## config.mk

```make
export PLATFORM = sky130hd
export DESIGN_NAME = bin2bcd_seq
export DESIGN_NICKNAME = d
export VERILOG_FILES = /design/src/rtl/bin2bcd_pkg.sv /design/src/rtl/bin2bcd_lane.sv /design/src/rtl/bin2bcd_seq.sv
export SDC_FILE = /design/constraint.sdc
export NUM_CORES = 1
export LEC_CHECK = 0
export CAP_MARGIN = 10
export CORE_MARGIN = 4
export CORE_UTILIZATION = 54
export CTS_CLUSTER_DIAMETER = 200
export CTS_CLUSTER_SIZE = 28
export DETAILED_ROUTE_END_ITERATION = 8
export GPL_ROUTABILITY_DRIVEN = 0
export PLACE_DENSITY = 0.79
export SYNTH_ARGS = -nofsm -noshare
export SYNTH_HDL_FRONTEND = slang
export SYNTH_SLANG_ARGS = --single-unit
```

## constraint.sdc

```tcl
create_clock -name iClock -period 2.08 [get_ports iClock]
set_input_delay 0.208 -clock iClock [delete_from_list [all_inputs] [get_ports iClock]]
set_output_delay 0.208 -clock iClock [all_outputs]
set_load 0.01 [all_outputs]
```

## src/rtl/bin2bcd_pkg.sv

```systemverilog
// Shared types, constants and elaboration-time helpers for the sequential
// binary-to-BCD converter.
package bin2bcd_pkg;

    localparam int NIBBLE_W = 4;

    typedef enum logic [1:0] {
        IDLE  = 2'd0,
        SHIFT = 2'd1,
        DONE  = 2'd2
    } state_t;

    function automatic logic [31:0] pow10(input int n);
        logic [31:0] p;
        p = 32'd1;
        for (int i = 0; i < n; i++) begin
            p = p * 32'd10;
        end
        return p;
    endfunction

    // Never returns less than 1 so a counter always has at least one bit.
    function automatic int clog2(input int n);
        int w;
        w = 1;
        for (int i = 1; i < 32; i++) begin
            if ((1 << (i - 1)) < n) begin
                w = i;
            end
        end
        return w;
    endfunction

endpackage

```

## src/rtl/bin2bcd_lane.sv

```systemverilog
// One channel of the converter: input shift register, BCD scratch with the
// add-3 adjust, overflow latch and the registered result.
module bin2bcd_lane
    import bin2bcd_pkg::*;
#(
    parameter int BIN_W  = 8,
    parameter int DIGITS = 3
) (
    input  logic                       iClock,
    input  logic                       iResetn,
    input  logic                       load,
    input  logic                       shift,
    input  logic                       capture,
    input  logic [BIN_W-1:0]           bin,
    output logic [DIGITS*NIBBLE_W-1:0] bcd,
    output logic                       overflow
);

    localparam int SCR_W = DIGITS * NIBBLE_W;

    logic [BIN_W-1:0] sreg;
    logic [SCR_W-1:0] scratch;
    logic [SCR_W-1:0] adj;
    logic             ovf_q;

    always_comb begin
        adj = scratch;
        for (int d = 0; d < DIGITS; d++) begin
            if (scratch[d*NIBBLE_W +: NIBBLE_W] > 4'd4) begin
                adj[d*NIBBLE_W +: NIBBLE_W] = scratch[d*NIBBLE_W +: NIBBLE_W] + 4'd3;
            end
        end
    end

    always_ff @(posedge iClock or negedge iResetn) begin
        if (!iResetn) begin
            sreg     <= '0;
            scratch  <= '0;
            ovf_q    <= 1'b0;
            bcd      <= '0;
            overflow <= 1'b0;
        end else begin
            if (load) begin
                sreg    <= bin;
                scratch <= '0;
                // Full-precision compare: the threshold may be wider than the input.
                ovf_q   <= (32'(bin) >= pow10(DIGITS));
            end else if (shift) begin
                scratch <= {adj[SCR_W-2:0], sreg[BIN_W-1]};
                sreg    <= sreg << 1;
            end
            if (capture) begin
                bcd      <= ovf_q ? {DIGITS{4'h9}} : scratch;
                overflow <= ovf_q;
            end
        end
    end

endmodule

```

## src/rtl/bin2bcd_seq.sv

```systemverilog
// Multi-channel sequential double-dabble converter: one control FSM and
// iteration counter shared by CHANNELS lane instances.
//
// state | meaning
// IDLE  | waiting for iStart; a start edge loads every lane
// SHIFT | one adjust+shift per edge; the edge after the last shift captures
// DONE  | results valid, oDone high for this single cycle
module bin2bcd_seq
    import bin2bcd_pkg::*;
#(
    parameter int BIN_W    = 8,
    parameter int DIGITS   = 3,
    parameter int CHANNELS = 2
) (
    input  logic                                iClock,
    input  logic                                iResetn,
    input  logic                                iStart,
    input  logic [CHANNELS*BIN_W-1:0]           iBin,
    output logic [CHANNELS*DIGITS*NIBBLE_W-1:0] oBCD,
    output logic [CHANNELS-1:0]                 oOverflow,
    output logic                                oBusy,
    output logic                                oDone
);

    localparam int                 CNT_W = clog2(BIN_W + 1);
    localparam logic [CNT_W-1:0]   LAST  = CNT_W'(BIN_W);

    state_t           state;
    logic [CNT_W-1:0] count;
    logic             load;
    logic             shift;
    logic             capture;

    always_comb begin
        load    = (state == IDLE) && iStart;
        shift   = (state == SHIFT) && (count != LAST);
        capture = (state == SHIFT) && (count == LAST);
    end

    always_ff @(posedge iClock or negedge iResetn) begin
        if (!iResetn) begin
            state <= IDLE;
            count <= '0;
            oBusy <= 1'b0;
            oDone <= 1'b0;
        end else begin
            case (state)
                IDLE: begin
                    oDone <= 1'b0;
                    if (iStart) begin
                        state <= SHIFT;
                        count <= '0;
                        oBusy <= 1'b1;
                    end
                end
                SHIFT: begin
                    if (count == LAST) begin
                        state <= DONE;
                        oDone <= 1'b1;
                    end else begin
                        count <= count + CNT_W'(1);
                    end
                end
                DONE: begin
                    state <= IDLE;
                    count <= '0;
                    oBusy <= 1'b0;
                    oDone <= 1'b0;
                end
                default: begin
                    state <= IDLE;
                    count <= '0;
                    oBusy <= 1'b0;
                    oDone <= 1'b0;
                end
            endcase
        end
    end

    for (genvar c = 0; c < CHANNELS; c++) begin : g_lane
        bin2bcd_lane #(
            .BIN_W  (BIN_W),
            .DIGITS (DIGITS)
        ) u_lane (
            .iClock   (iClock),
            .iResetn  (iResetn),
            .load     (load),
            .shift    (shift),
            .capture  (capture),
            .bin      (iBin[c*BIN_W +: BIN_W]),
            .bcd      (oBCD[c*DIGITS*NIBBLE_W +: DIGITS*NIBBLE_W]),
            .overflow (oOverflow[c])
        );
    end

endmodule

```

# Word level (Yosys, flattened, before mapping)

Cells that the tools add are included.

Order comparisons: 6
Multiplexer cells: 24
Reduce and logical (&&, ||, !) cells: 8
Eq/ne operators: 6
$add $sub $neg: 7
Bitwise logic cells: 1

Operator list:

| operator                                                       | count |
|---|---|
| 2-to-1 mux 12 bit                                              | 4 |
| 2-to-1 mux 8 bit                                               | 4 |
| greater-than comparator 4 x 3 -> 1 bit (second input constant) | 6 |
| 2-to-1 mux 4 bit                                               | 6 |
| adder 4 x 2 -> 4 bit (second input constant)                   | 4 |
| one-hot mux 4 bit (2 select lines)                             | 1 |
| adder 3 x 2 -> 3 bit (second input constant)                   | 2 |
| 2-to-1 mux 3 bit                                               | 2 |
| AND reduction 2 bit                                            | 3 |
| adder 4 x 1 -> 4 bit (second input constant)                   | 1 |
| == test 4 bit (second input constant)                          | 1 |
| 2-to-1 mux 2 bit                                               | 2 |
| != test 2 bit (second input constant)                          | 2 |
| != test 4 bit (second input constant)                          | 1 |
| one-hot mux 2 bit (2 select lines)                             | 1 |
| logical AND 1 bit                                              | 3 |
| 2-to-1 mux 1 bit                                               | 3 |
| == test 2 x 1 -> 1 bit (second input constant)                 | 1 |
| zero test 2 bit                                                | 1 |
| != test 2 x 1 -> 1 bit (second input constant)                 | 1 |
| one-hot mux 1 bit (2 select lines)                             | 1 |
| nonzero test 2 bit                                             | 1 |
| inverter 1 bit                                                 | 1 |

Bits of input ports: 19
Logic and storage cells: 62
Register bits after elaboration: 72

# Depth between registers and ports, before layout

Depth in word-level cells: 4
Mapped depth: 9
Depth with buffers taken out: 6

# By module

From an unflattened synthesis, not the netlist that was laid out.

Cell total of the unflattened synthesis: 331
Area total of the unflattened synthesis: 3544.6 µm²

Modules (own cells, without submodules):

| module       | seq. area each (µm²) | area each (µm²) | instances | cells an instance |
|---|---|---|---|---|
| bin2bcd_lane | 800.8                | 1555.2          | 2         | 143 |
| bin2bcd_seq  | 200.2                | 434.2           | 1         | 45 |

# Least setup slack after synthesis

Ideal clock, no wire load.

Kind: reg-to-reg
Start point: register count[0]
End point: register g_lane[0].u_lane.bcd[0]
Cell stages (with the launch flop): 7
Setup slack: 343 ps
Period minus slack after synthesis: 1737 ps
Arrival time: 1612 ps
Setup time: 125 ps
Required time: 1955 ps
Path through: dfrtp_1 -> inv_1 -> ha_1 -> nand3b_1 -> nor2_2 -> buf_2 -> mux2_2

Longest elaborated chain between the ends: 2

RTL lines:

| item                   | line               | text |
|---|---|---|
| start, declared        | bin2bcd_seq.sv:29  | `logic [CNT_W-1:0] count;` |
| start signal, assigned | bin2bcd_seq.sv:61  | `count <= count + CNT_W'(1);` |
| == test 4 bit          | bin2bcd_seq.sv:37  | `capture = (state == SHIFT) && (count == LAST);` |
| logical AND 1 bit      | bin2bcd_seq.sv:37  |  |
| end signal, assigned   | bin2bcd_lane.sv:53 | `bcd <= ovf_q ? {DIGITS{4'h9}} : scratch;` |
| end, declared          | bin2bcd_lane.sv:15 | `output logic [DIGITS*NIBBLE_W-1:0] bcd,` |

Every way passes these cells.
A chain may end at the register's enable or synchronous reset.

# Final worst setup path

Start point: register count[0]
End point: register g_lane[0].u_lane.sreg[6]

Longest elaborated chain between the ends: 3

RTL lines:

| item                         | line               | text |
|---|---|---|
| != test 4 bit                | bin2bcd_seq.sv:36  | `shift = (state == SHIFT) && (count != LAST);` |
| logical AND 1 bit            | bin2bcd_seq.sv:36  |  |
| nonzero test 2 bit (no line) | --                 |  |
| end signal, assigned         | bin2bcd_lane.sv:44 | `sreg <= bin;` |
| end signal, assigned         | bin2bcd_lane.sv:50 | `sreg <= sreg << 1;` |
| end, declared                | bin2bcd_lane.sv:21 | `logic [BIN_W-1:0] sreg;` |

Every way passes these cells.

==> summary.txt <==
Timing
  – Slew HR: 61.2%
  – Measured slew at the worst slew-check pin: 0.582 ns
  – Max Slew Vio Count: 0
  – Setup TNS Final: 0 ns
  – Min Tclk post-route: 1.82 ns
  – RSZ-0062 raised after global routing: false
  – Fin crit share: 87.7%
  – Maximum clock frequency: 0.548 GHz
  – Worst Clk Skew: 0.00504 ns
  – Final setup viols: 0
  – Final Hold Viols: 0

GRT
  – Pin count of the biggest net entering global routing: 55
  – Initial antenna violation count: 0
  – GRT Overall Usage: 19.5%
  – Vias in the first global route: 2,459
  – First-pass GRT wire length: 11,400 um
  – Met1 usage: 25.6%
  – GRT Residual Overflow: 0
  – M2 GR Usage: 30.7%
  – Top Usage Layer GRT: met2
  – Met3 Track Usage GR: 4.51%

Power and ir drop
  – Max rail drop VDD: 1.05 mV
  – Combinational share of power: 42.9%
  – Pwr Density: 1620 nW/um2
  – Internal power: 4240 uW
  – Static Leak: 0.00183 uW
  – Part of the power in the clock network: 19.0%
  – Power Total: 6580 uW
  – Switching Fraction: 35.6%
  – Switch Pwr: 2340 uW
  – Register share of total power: 38.1%

Floorplanning
  – Core area: 5920 um2
  – Row Count: 28
  – Die W: 85.9 um
  – Starting Density: 55.4%
  – Die Height: 85.9 um
  – Die Area: 7380 um2
  – IO Count: 47

Logic synthesis
  – EDFF count, synth: 0
  – Synth area leaders: dfrtp_1 (55%), mux2_2 (10%), o21ai_0 (4.3%), a221o_1 (3.7%), a21oi_1 (3.2%)
  – Cell taking the most area after synthesis: dfrtp_1
  – Synth Register Bits: 72
  – Main flop type after synthesis: dfrtp_1
  – Register area share after synthesis: 54.9%
  – Synth Instances: 296
  – Post-synth ARST share: 100%
  – Simple-gate area share of the yosys netlist: 10.6%
  – Top cell type's share of synthesized area: 54.9%
  – Most common cell in the netlist: dfrtp_1
  – Synth Area in XOR/XNOR: 1.87%
  – Adder-cell share of the synthesized area: 3.05%
  – Yosys cell types: 31
  – Compound-Gate Fraction of Synth Area: 13.5%
  – Synth Area per Inst: 11.1 um2
  – Largest family of logic cells by synthesized area: compound AO/OA/AOI/OAI gates
  – Synth Cell Area: 3280 um2
  – Mux contribution to synthesized area: 10.3%
  – Warnings from Yosys: 0
  – Most frequent cells after synthesis: dfrtp_1 (72), mux2_2 (30), o21ai_0 (28)

Detailed routing
  – Vias: 2,408
  – Routed wire length per instance: 15.3 um
  – Drt first pass iters: 4
  – DRC violations left: 0
  – Vias/cell: 5.67
  – Routed WL: 6520 um
  – Starting DRT DRC Count: 131
  – Post-DRT Antenna Nets: 0

Setup path
  – WP data arrival: 2.05 ns
  – Worst path required time: 2.31 ns
  – Crit path from: count[0]$_DFFE_PN0P_
  – Crit Path Class: flop to flop
  – Critical Path End: g_lane[0].u_lane.sreg[6]$_DFFE_PN0P_
  – Worst Path Max Fanout: 54
  – R2r startpoint: count[0]$_DFFE_PN0P_
  – Reg-to-Reg End: g_lane[0].u_lane.sreg[6]$_DFFE_PN0P_
  – Critical Path Start Type: flop
  – Worst R2R Path Depth: 7
  – Crit. End Element: flop
  – Flop2flop setup slack: 0.26 ns

Layout
  – Final core utilization: 68.6%
  – Fin area: 4060 um2
  – Area Overhead vs Synth: 23.8%
  – Final Non-Filler Cells: 425
  – N_diodes: 0
  – Final net count: 372
  – Share of cells above drive strength 1: 17.1%

CTS
  – Clk root buf: clkbuf_8
  – Worst skew pair latency: 0.34 ns
  – Num Clock Sinks: 72
  – Post-CTS setup buffer count: 0
  – CTS tree: built
  – Hold buffer count at CTS: 1
  – Reg clk slew, reported paths: 0.08 ns
  – Clock buffer depth: 2
  – H-Tree Depth: 3
  – TritonCTS buffer count: 9
  – Resize count post-CTS: 0

Placed design
  – Port Buf Inserts: 44
  – Dpl hpwl: 4340 um
  – Post-DP Area: 3820 um2
  – Cells after DPL: 408

Run status
  – Status: finished, final reports clean

Worst hold path
  – Hold Path Class: input pin to async pin

Job
  – Max cap viols: 0
-- logic make-up (layout without fill, tap and decap cells) --
| logic type | count (synthesis) | after routing |
|---|---|---|
| other | 1 | 2 |
| flip-flops | 72 | 72 |
| buffers and inverters | 40 | 93 |
| AND/OR/NAND/NOR | 68 | 68 |
| AO/OA/AOI/OAI | 70 | 70 |
| adder cells (fa/ha/maj) | 8 | 8 |
| XOR/XNOR | 7 | 7 |
| multiplexers | 30 | 30 |
-- per-layer routing --
layer,share of wire [%],vias to the layer above,wire (um)
met5,0,-,0
met4,1.5,0,96
met3,3.3,8,216
met2,49,48,3200
met1,46,1197,3000
li1,-,1155,-
-- sequential cells by signal (all words and copies together), names as in the netlist --
name                   cells
g_lane.u_lane.sreg        16
state                      2
oDone                      1
oBusy                      1
g_lane.u_lane.bcd         24
count                      4
g_lane.u_lane.scratch     24
-- cells in the final DEF (no fill, tap or decap), types with 2 or more instances in the layout --
cell type        instances
a221o_1                 12
nor3_1                   4
buf_4                    9
buf_12                   2
o31ai_1                  3
a21oi_1                 21
xnor2_1                  7
inv_1                   21
dfrtp_1                 72
a32o_1                   3
o21ai_0                 28
clkbuf_8                10
bufinv_16                2
conb_1                   2
nand3_1                 21
and3_1                  12
nor2_1                  11
mux2_2                  30
clkdlybuf4s50_1         43
clkinvlp_4               3
ha_1                     8
nand2b_1                 2
nand2_1                 11
-- layout make-up --
class / instances / area (um2)
Clock buffer: 10 / 138
Clock inverter: 6 / 91.3
Inverter: 21 / 78.8
Sequential cell: 72 / 1800
Tap cell: 75 / 93.8
Timing Repair Buffer: 56 / 553
Fill cell: 442 / 1860
Multi-Input combinational cell: 185 / 1300
-- critical path, stage by stage, from the launching register on --
cell and delay (ns):
dfrtp_1 0.40, inv_1 0.08, ha_1 0.22, nand3b_1 0.21
nand2b_1 0.14, buf_12 0.20, and3_1 0.19, a221o_1 0.26
-- worst min path at each step --
| stage | from | end | slack [ns] |
|---|---|---|---|
| final | iResetn | g_lane[0].u_lane.sreg[0]$_DFFE_PN0P_ | 0.40 |
| after global routing | iBin[8] | g_lane[1].u_lane.sreg[0]$_DFFE_PN0P_ | 0.42 |
| after CTS | iResetn | g_lane[0].u_lane.scratch[1]$_DFFE_PN0P_ | 0.39 |
| after detailed placement | iResetn | g_lane[0].u_lane.sreg[0]$_DFFE_PN0P_ | 0.24 |
| after global placement | iResetn | g_lane[0].u_lane.sreg[0]$_DFFE_PN0P_ | 0.24 |
| after floorplan | iResetn | count[0]$_DFFE_PN0P_ | -0.09 |
-- per-stage QoR --
stage	hold slack, ns	setup WS (ns)
6_report	0.402	0.255
3_3_place_gp	0.236	0.159
3_5_place_dp	0.243	0.141
4_1_cts	0.392	0.261
5_1_grt	0.423	0.133
2_1_floorplan	-0.0876	0.343
-- power by group through the flow --
stage,registers (uW),clock network (uW),logic [uW]
after floorplan,2510,0,1810
final,2510,1250,2820
after CTS,2510,1280,2860
after global routing,2600,1330,3150
after global placement,2510,0,2730
after detailed placement,2530,0,2830
Power figures use the tool's default switching activity.
